`config.mk`:
```
export PLATFORM = sky130hd
export DESIGN_NAME = tmds_decoder_flat
export DESIGN_NICKNAME = d
export VERILOG_FILES = /design/src/rtl/tmds_decoder_pkg.sv /design/src/rtl/tmds_decoder_if.sv /design/src/rtl/tmds_char_decode.sv /design/src/rtl/tmds_decoder.sv /design/src/flat_wrapper.sv
export SDC_FILE = /design/constraint.sdc
export NUM_CORES = 1
export LEC_CHECK = 0
export ABC_AREA = 1
export CAP_MARGIN = 20
export CORE_UTILIZATION = 49
export CTS_CLUSTER_SIZE = 30
export DETAILED_ROUTE_END_ITERATION = 7
export GPL_TIMING_DRIVEN = 1
export PLACE_DENSITY = 0.71
export SLEW_MARGIN = 20
export SYNTH_ARGS = -nofsm -noshare
export SYNTH_HDL_FRONTEND = slang
export SYNTH_HIERARCHICAL = 1
export SYNTH_SLANG_ARGS = --single-unit
```
`constraint.sdc`:
```
create_clock -name clk -period 1.8 [get_ports clk]
set_input_delay 0.36 -clock clk [delete_from_list [all_inputs] [get_ports clk]]
set_output_delay 0.36 -clock clk [all_outputs]
set_load 0.05 [all_outputs]
```
`src/rtl/tmds_decoder_pkg.sv`:
```
// Shared video definitions: TMDS control tokens
// and the word-alignment state encoding.
package tmds_decoder_pkg;

  localparam logic [9:0] CTRL_TOKEN_00 = 10'b1101010100;
  localparam logic [9:0] CTRL_TOKEN_01 = 10'b0010101011;
  localparam logic [9:0] CTRL_TOKEN_10 = 10'b0101010100;
  localparam logic [9:0] CTRL_TOKEN_11 = 10'b1010101011;

  typedef enum logic [1:0] {
    SEARCH,
    SLIP_WAIT,
    LOCKED
  } align_state_e;

endpackage

```
`src/rtl/tmds_decoder_if.sv`:
```
// TMDS channel bundle between deserializer side
// (master) and the channel decoder (slave).
interface tmds_decoder_if;

  logic [9:0] tmds;
  logic [7:0] data;
  logic [1:0] ctrl;
  logic       de;
  logic       locked;
  logic       bitslip;
  logic       ctrl_err;

  modport master (
    output tmds,
    input  data,
    input  ctrl,
    input  de,
    input  locked,
    input  bitslip,
    input  ctrl_err
  );

  modport slave (
    input  tmds,
    output data,
    output ctrl,
    output de,
    output locked,
    output bitslip,
    output ctrl_err
  );

endinterface

```
`src/rtl/tmds_char_decode.sv`:
```
// Combinational TMDS character decode:
// 10-bit word -> control flag, ctrl bits, pixel byte.
module tmds_char_decode
  import tmds_decoder_pkg::*;
(
  input  logic [9:0] tmds_i,
  output logic       is_ctrl_o,
  output logic [1:0] ctrl_o,
  output logic [7:0] data_o
);

  logic [7:0] q;

  // Token match against the four control symbols.
  always_comb begin
    is_ctrl_o = 1'b1;
    ctrl_o    = 2'b00;
    unique case (1'b1)
      (tmds_i == CTRL_TOKEN_00): ctrl_o = 2'b00;
      (tmds_i == CTRL_TOKEN_01): ctrl_o = 2'b01;
      (tmds_i == CTRL_TOKEN_10): ctrl_o = 2'b10;
      (tmds_i == CTRL_TOKEN_11): ctrl_o = 2'b11;
      default:                   is_ctrl_o = 1'b0;
    endcase
  end

  // Undo DC-balance inversion, then XOR/XNOR chain.
  always_comb begin
    q      = tmds_i[9] ? ~tmds_i[7:0] : tmds_i[7:0];
    data_o = 8'h00;
    data_o[0] = q[0];
    for (int i = 1; i < 8; i++) begin
      data_o[i] = tmds_i[8] ? (q[i] ^ q[i-1])
                            : (q[i] ~^ q[i-1]);
    end
  end

endmodule

```
`src/rtl/tmds_decoder.sv`:
```
// TMDS channel decoder with registered decode
// and control-token word-alignment FSM.
module tmds_decoder
  import tmds_decoder_pkg::*;
#(
  parameter int LOCK_COUNT     = 8,
  parameter int SEARCH_TIMEOUT = 4096,
  parameter int SLIP_SETTLE    = 4,
  parameter int LOSS_TIMEOUT   = 4096
) (
  input logic clk,
  input logic rst_n,
  tmds_decoder_if.slave bus
);

  localparam int TMAX =
    (SEARCH_TIMEOUT > LOSS_TIMEOUT) ?
    SEARCH_TIMEOUT : LOSS_TIMEOUT;
  localparam int TKW = $clog2(LOCK_COUNT) + 1;
  localparam int TMW = $clog2(TMAX) + 1;
  localparam int STW = $clog2(SLIP_SETTLE) + 1;

  localparam logic [TKW-1:0] TOK_LAST =
    TKW'(LOCK_COUNT - 1);
  localparam logic [TMW-1:0] SRCH_LAST =
    TMW'(SEARCH_TIMEOUT - 1);
  localparam logic [TMW-1:0] LOSS_LAST =
    TMW'(LOSS_TIMEOUT - 1);
  localparam logic [STW-1:0] SET_LAST =
    STW'(SLIP_SETTLE - 1);

  logic       is_ctrl;
  logic [1:0] dec_ctrl;
  logic [7:0] dec_data;

  tmds_char_decode u_dec (
    .tmds_i    (bus.tmds),
    .is_ctrl_o (is_ctrl),
    .ctrl_o    (dec_ctrl),
    .data_o    (dec_data)
  );

  logic [7:0]   data_q;
  logic [1:0]   ctrl_q;
  logic         de_q;
  align_state_e state_q, state_d;
  logic [TKW-1:0] tok_q, tok_d;
  logic [TMW-1:0] tim_q, tim_d;
  logic [STW-1:0] set_q, set_d;
  logic         locked_q, locked_d;
  logic         slip_q, slip_d;
  logic         err_q, err_d;

  // Output registers: data holds on tokens, ctrl holds on data.
  always_ff @(posedge clk or negedge rst_n) begin
    if (!rst_n) begin
      data_q <= 8'h00;
      ctrl_q <= 2'b00;
      de_q   <= 1'b0;
    end else if (is_ctrl) begin
      ctrl_q <= dec_ctrl;
      de_q   <= 1'b0;
    end else begin
      data_q <= dec_data;
      de_q   <= 1'b1;
    end
  end

  // Alignment FSM and counter registers.
  always_ff @(posedge clk or negedge rst_n) begin
    if (!rst_n) begin
      state_q  <= SEARCH;
      tok_q    <= '0;
      tim_q    <= '0;
      set_q    <= '0;
      locked_q <= 1'b0;
      slip_q   <= 1'b0;
      err_q    <= 1'b0;
    end else begin
      state_q  <= state_d;
      tok_q    <= tok_d;
      tim_q    <= tim_d;
      set_q    <= set_d;
      locked_q <= locked_d;
      slip_q   <= slip_d;
      err_q    <= err_d;
    end
  end

  // Next-state logic; completing a lock beats the slip timeout.
  always_comb begin
    state_d  = state_q;
    tok_d    = tok_q;
    tim_d    = tim_q;
    set_d    = set_q;
    locked_d = locked_q;
    slip_d   = 1'b0;
    err_d    = 1'b0;
    unique case (state_q)
      SEARCH: begin
        tim_d = tim_q + 1'b1;
        if (is_ctrl) begin
          tok_d = tok_q + 1'b1;
        end else begin
          tok_d = '0;
          err_d = (tok_q != '0);
        end
        if (is_ctrl && tok_q == TOK_LAST) begin
          state_d  = LOCKED;
          locked_d = 1'b1;
          tim_d    = '0;
          tok_d    = '0;
        end else if (tim_q == SRCH_LAST) begin
          state_d = SLIP_WAIT;
          slip_d  = 1'b1;
          tim_d   = '0;
          tok_d   = '0;
          set_d   = '0;
        end
      end
      SLIP_WAIT: begin
        set_d = set_q + 1'b1;
        if (set_q == SET_LAST) begin
          state_d = SEARCH;
          set_d   = '0;
          tok_d   = '0;
          tim_d   = '0;
        end
      end
      LOCKED: begin
        if (is_ctrl) begin
          tim_d = '0;
        end else if (tim_q == LOSS_LAST) begin
          state_d  = SEARCH;
          locked_d = 1'b0;
          tim_d    = '0;
          tok_d    = '0;
        end else begin
          tim_d = tim_q + 1'b1;
        end
      end
      default: state_d = SEARCH;
    endcase
  end

  assign bus.data     = data_q;
  assign bus.ctrl     = ctrl_q;
  assign bus.de       = de_q;
  assign bus.locked   = locked_q;
  assign bus.bitslip  = slip_q;
  assign bus.ctrl_err = err_q;

endmodule

```
`src/flat_wrapper.sv`:
```
// flat-port wrapper written by rule: the top's interface ports become plain ports
module tmds_decoder_flat import tmds_decoder_pkg::*;
#(
  parameter int LOCK_COUNT     = 8,
  parameter int SEARCH_TIMEOUT = 4096,
  parameter int SLIP_SETTLE    = 4,
  parameter int LOSS_TIMEOUT   = 4096
)
  (clk, rst_n, bus_tmds, bus_data, bus_ctrl, bus_de, bus_locked, bus_bitslip, bus_ctrl_err);
  tmds_decoder_if bus_i ();
  input logic clk;
  input logic rst_n;
  input wire logic [$bits(bus_i.tmds)-1:0] bus_tmds;
  output wire logic [$bits(bus_i.data)-1:0] bus_data;
  output wire logic [$bits(bus_i.ctrl)-1:0] bus_ctrl;
  output wire logic [$bits(bus_i.de)-1:0] bus_de;
  output wire logic [$bits(bus_i.locked)-1:0] bus_locked;
  output wire logic [$bits(bus_i.bitslip)-1:0] bus_bitslip;
  output wire logic [$bits(bus_i.ctrl_err)-1:0] bus_ctrl_err;
  assign bus_i.tmds = bus_tmds;
  assign bus_data = bus_i.data;
  assign bus_ctrl = bus_i.ctrl;
  assign bus_de = bus_i.de;
  assign bus_locked = bus_i.locked;
  assign bus_bitslip = bus_i.bitslip;
  assign bus_ctrl_err = bus_i.ctrl_err;
  tmds_decoder #(.LOCK_COUNT(LOCK_COUNT), .SEARCH_TIMEOUT(SEARCH_TIMEOUT), .SLIP_SETTLE(SLIP_SETTLE), .LOSS_TIMEOUT(LOSS_TIMEOUT)) u_core (.clk(clk), .rst_n(rst_n), .bus(bus_i));
endmodule
```
==> impl_metrics.json <==
{
  "synth_cell_types": 29,
  "clk_latency_ns": 0.29,
  "timing.rr.end": "u_core/state_q[0]$_DFFE_PN0P_",
  "post-route-period-util_pct": 94.04,
  "placed_area_sq_um": 2669,
  "slew_headroom_pct": 67.95,
  "wl_per_cell_microns": 11.28,
  "yosysWarnings": 6,
  "grt_pass1_wl_mm": 8.314,
  "seqCellArea_sq_um": 900.9,
  "setup_viol": 0,
  "maxSlewViolCount": 0,
  "fin_tns_setup_ns": 0,
  "path_class": "input port to flip-flop",
  "nets": 388,
  "p_leak_nw": 1.625,
  "holdWs_ns": 0.02457,
  "design_area_sq_um": 2805,
  "ir_drop_mv": 0.3811,
  "antennaDiodeCount": 0,
  "place_congestion": 0.9162,
  "worstMarginPinSlew_ns": 0.4807,
  "outcome": "completed",
  "synthesis.nets": 331,
  "fin_crit_ns": 1.693,
  "crit_required_ns": 1.98,
  "first_iter_violations": 132,
  "ant_nets": 0,
  "post_route_cells_drive_above_1_share_pct": 19.73,
  "die_height_microns": 69.10,
  "n_fill_cell": 384,
  "path_clk_slew_ns": 0.07,
  "r2r-start": "u_core/tim_q[0]$_DFFE_PN0P_",
  "io_pins": 26,
  "drc": 0,
  "arrival_ns": 1.87,
  "syn_to_final_growth_pct": 27.17,
  "syn_inst": 312,
  "htree_levels": 2,
  "drt_wl_total_mm": 4.762,
  "multi_input_area_sq_um": 1130,
  "hold_buffers": 0,
  "r2r_setup_slack_ns": 0.19,
  "cp-start-kind": "input port",
  "cts_buffers": 5,
  "hold_class": "input port to async pin",
  "die-area_sq_um": 4774,
  "routed_via_density": 4.905,
  "reg2reg_depth": 8,
  "power_density_nw_per_um2": 606.0,
  "grt_max_degree": 23,
  "end_kind": "flip-flop",
  "dp_hpwl_mm": 3.588,
  "drv_cap": 0,
  "vias": 2070,
  "fmax_ghz": 0.5908,
  "cts_tree": "done",
  "finClkSkew_ns": 0.006402,
  "synth.avg_cell_area_sq_um": 7.070,
  "grt_overflow": 0,
  "antenna_found_initial": 0,
  "clkSinkCount": 36,
  "synth_seq_area_share_pct": 40.84,
  "hold_viol_final": 0,
  "root_buffer": "clkbuf_8",
  "die_w_microns": 69.10,
  "drt-pass1-iter-count": 4,
  "grt_usage_pct": 21.50,
  "layout_commonest_cell": "nand2_1",
  "layout_common_cells": "nand2_1, buf_4, inv_1, nor2_1, dfrtp_1",
  "netlist_area_sq_um": 2206,
  "start_util_pct": 50.66,
  "ctsLongestPathBuffers": 2,
  "num_rows": 24,
  "portBuffers": 25,
  "core_sq_um": 4354,
  "crit_fanout": 8,
  "grt_pass1_vias": 1951,
  "ys_seq_elements": 36
}
routing by layer:
layer,global-route usage (%),up-vias,wire length (microns)
met3,4.825,7,229
met2,36.14,50,2277
li1,-,1075,-
met1,27.45,938,2189
met5,0,-,0
met4,6.803,0,65
cell type report:
type | count | area share (%)
multi-input cells | 226 | 40.28
flip-flops and latches | 36 | 32.11
repair buffers | 52 | 15.43
inverters | 48 | 6.512
clock buffers | 7 | 3.078
well taps | 52 | 2.319
clock inverters | 1 | 0.2676
synthesized netlist by cell type, drive strengths merged:
| cell type | number | share of area (%) |
|---|---|---|
| nor3 | 6 | 1.8 |
| clkinv | 1 | 0.17 |
| inv | 47 | 8.1 |
| dfrtp | 36 | 41 |
| ha | 7 | 4.0 |
| nor2 | 44 | 8.1 |
| xnor2 | 2 | 0.79 |
| a21oi | 3 | 0.85 |
| a211oi | 1 | 0.34 |
| nand4 | 6 | 1.7 |
| xor2 | 8 | 3.2 |
| a21boi | 1 | 0.51 |
| nand3b | 1 | 0.34 |
| o21ai | 13 | 2.9 |
| clkbuf | 2 | 0.34 |
| nand2 | 113 | 20 |
| nand3 | 20 | 5.3 |
| o21bai | 1 | 0.34 |
cell families after synthesis:
logic type | count (synthesis) | synth area share (%)
compound gates | 19 | 4.992
xor+xnor | 10 | 3.971
buf+inv | 50 | 8.622
flops | 36 | 40.84
simple gates | 190 | 37.61
fa+ha+maj | 7 | 3.970
stage by stage:
step	cells	utilization [%]	power [mW]	setup WS, ns
floorplan	312	-	0.9900	0.1821
global placement	413	61.29	1.113	-0.2408
detailed placement	413	61.29	1.116	-0.3054
CTS	421	63.45	1.724	0.004024
global route	422	64.43	1.770	-0.05042
finish	422	64.43	1.700	0.1073
worst max path at each step:
stage	start	end
after floorplan	bus_tmds[8]	u_core/state_q[0]$_DFFE_PN0P_
after global placement	bus_tmds[1]	u_core/state_q[0]$_DFFE_PN0P_
after detailed placement	bus_tmds[2]	u_core/tim_q[6]$_DFFE_PN0P_
after CTS	bus_tmds[2]	u_core/tim_q[6]$_DFFE_PN0P_
after global routing	bus_tmds[7]	u_core/state_q[1]$_DFFE_PN0P_
final	bus_tmds[7]	u_core/tim_q[6]$_DFFE_PN0P_
worst max-delay path: stages:
cell and delay, ns:
clkdlybuf4s50_1 0.48, nand2_1 0.08, nor2_1 0.11, nand2_1 0.10, nand2_2 0.09, inv_2 0.05
nor3_4 0.15, o21ai_2 0.09, nand2_1 0.06, nand2_1 0.08, inv_2 0.14, nor2_1 0.07
report_power, final:
part	switching, mW	total (mW)	leakage [nW]	internal, mW
Sequential	0.0123	0.842	0.440	0.829
Clock	0.291	0.602	0.0445	0.311
Combinational	0.161	0.256	1.14	0.0954
Total	0.464	1.70	1.63	1.24
sequential cells by signal (all words and copies together) (netlist names), 2 cells and up:
register	flops
u_core/state_q	2
u_core/tim_q	13
u_core/bus.data	8
u_core/tok_q	4
u_core/set_q	3
u_core/bus.ctrl	2
what timing repair did:
item,4_1_cts,5_1_grt
buffers inserted,0,1
resized for setup,0,13
setup endpoints to repair,0,20
endpoints found under the hold margin,0,0
Note: power is estimated with default switching activity, not from simulation.
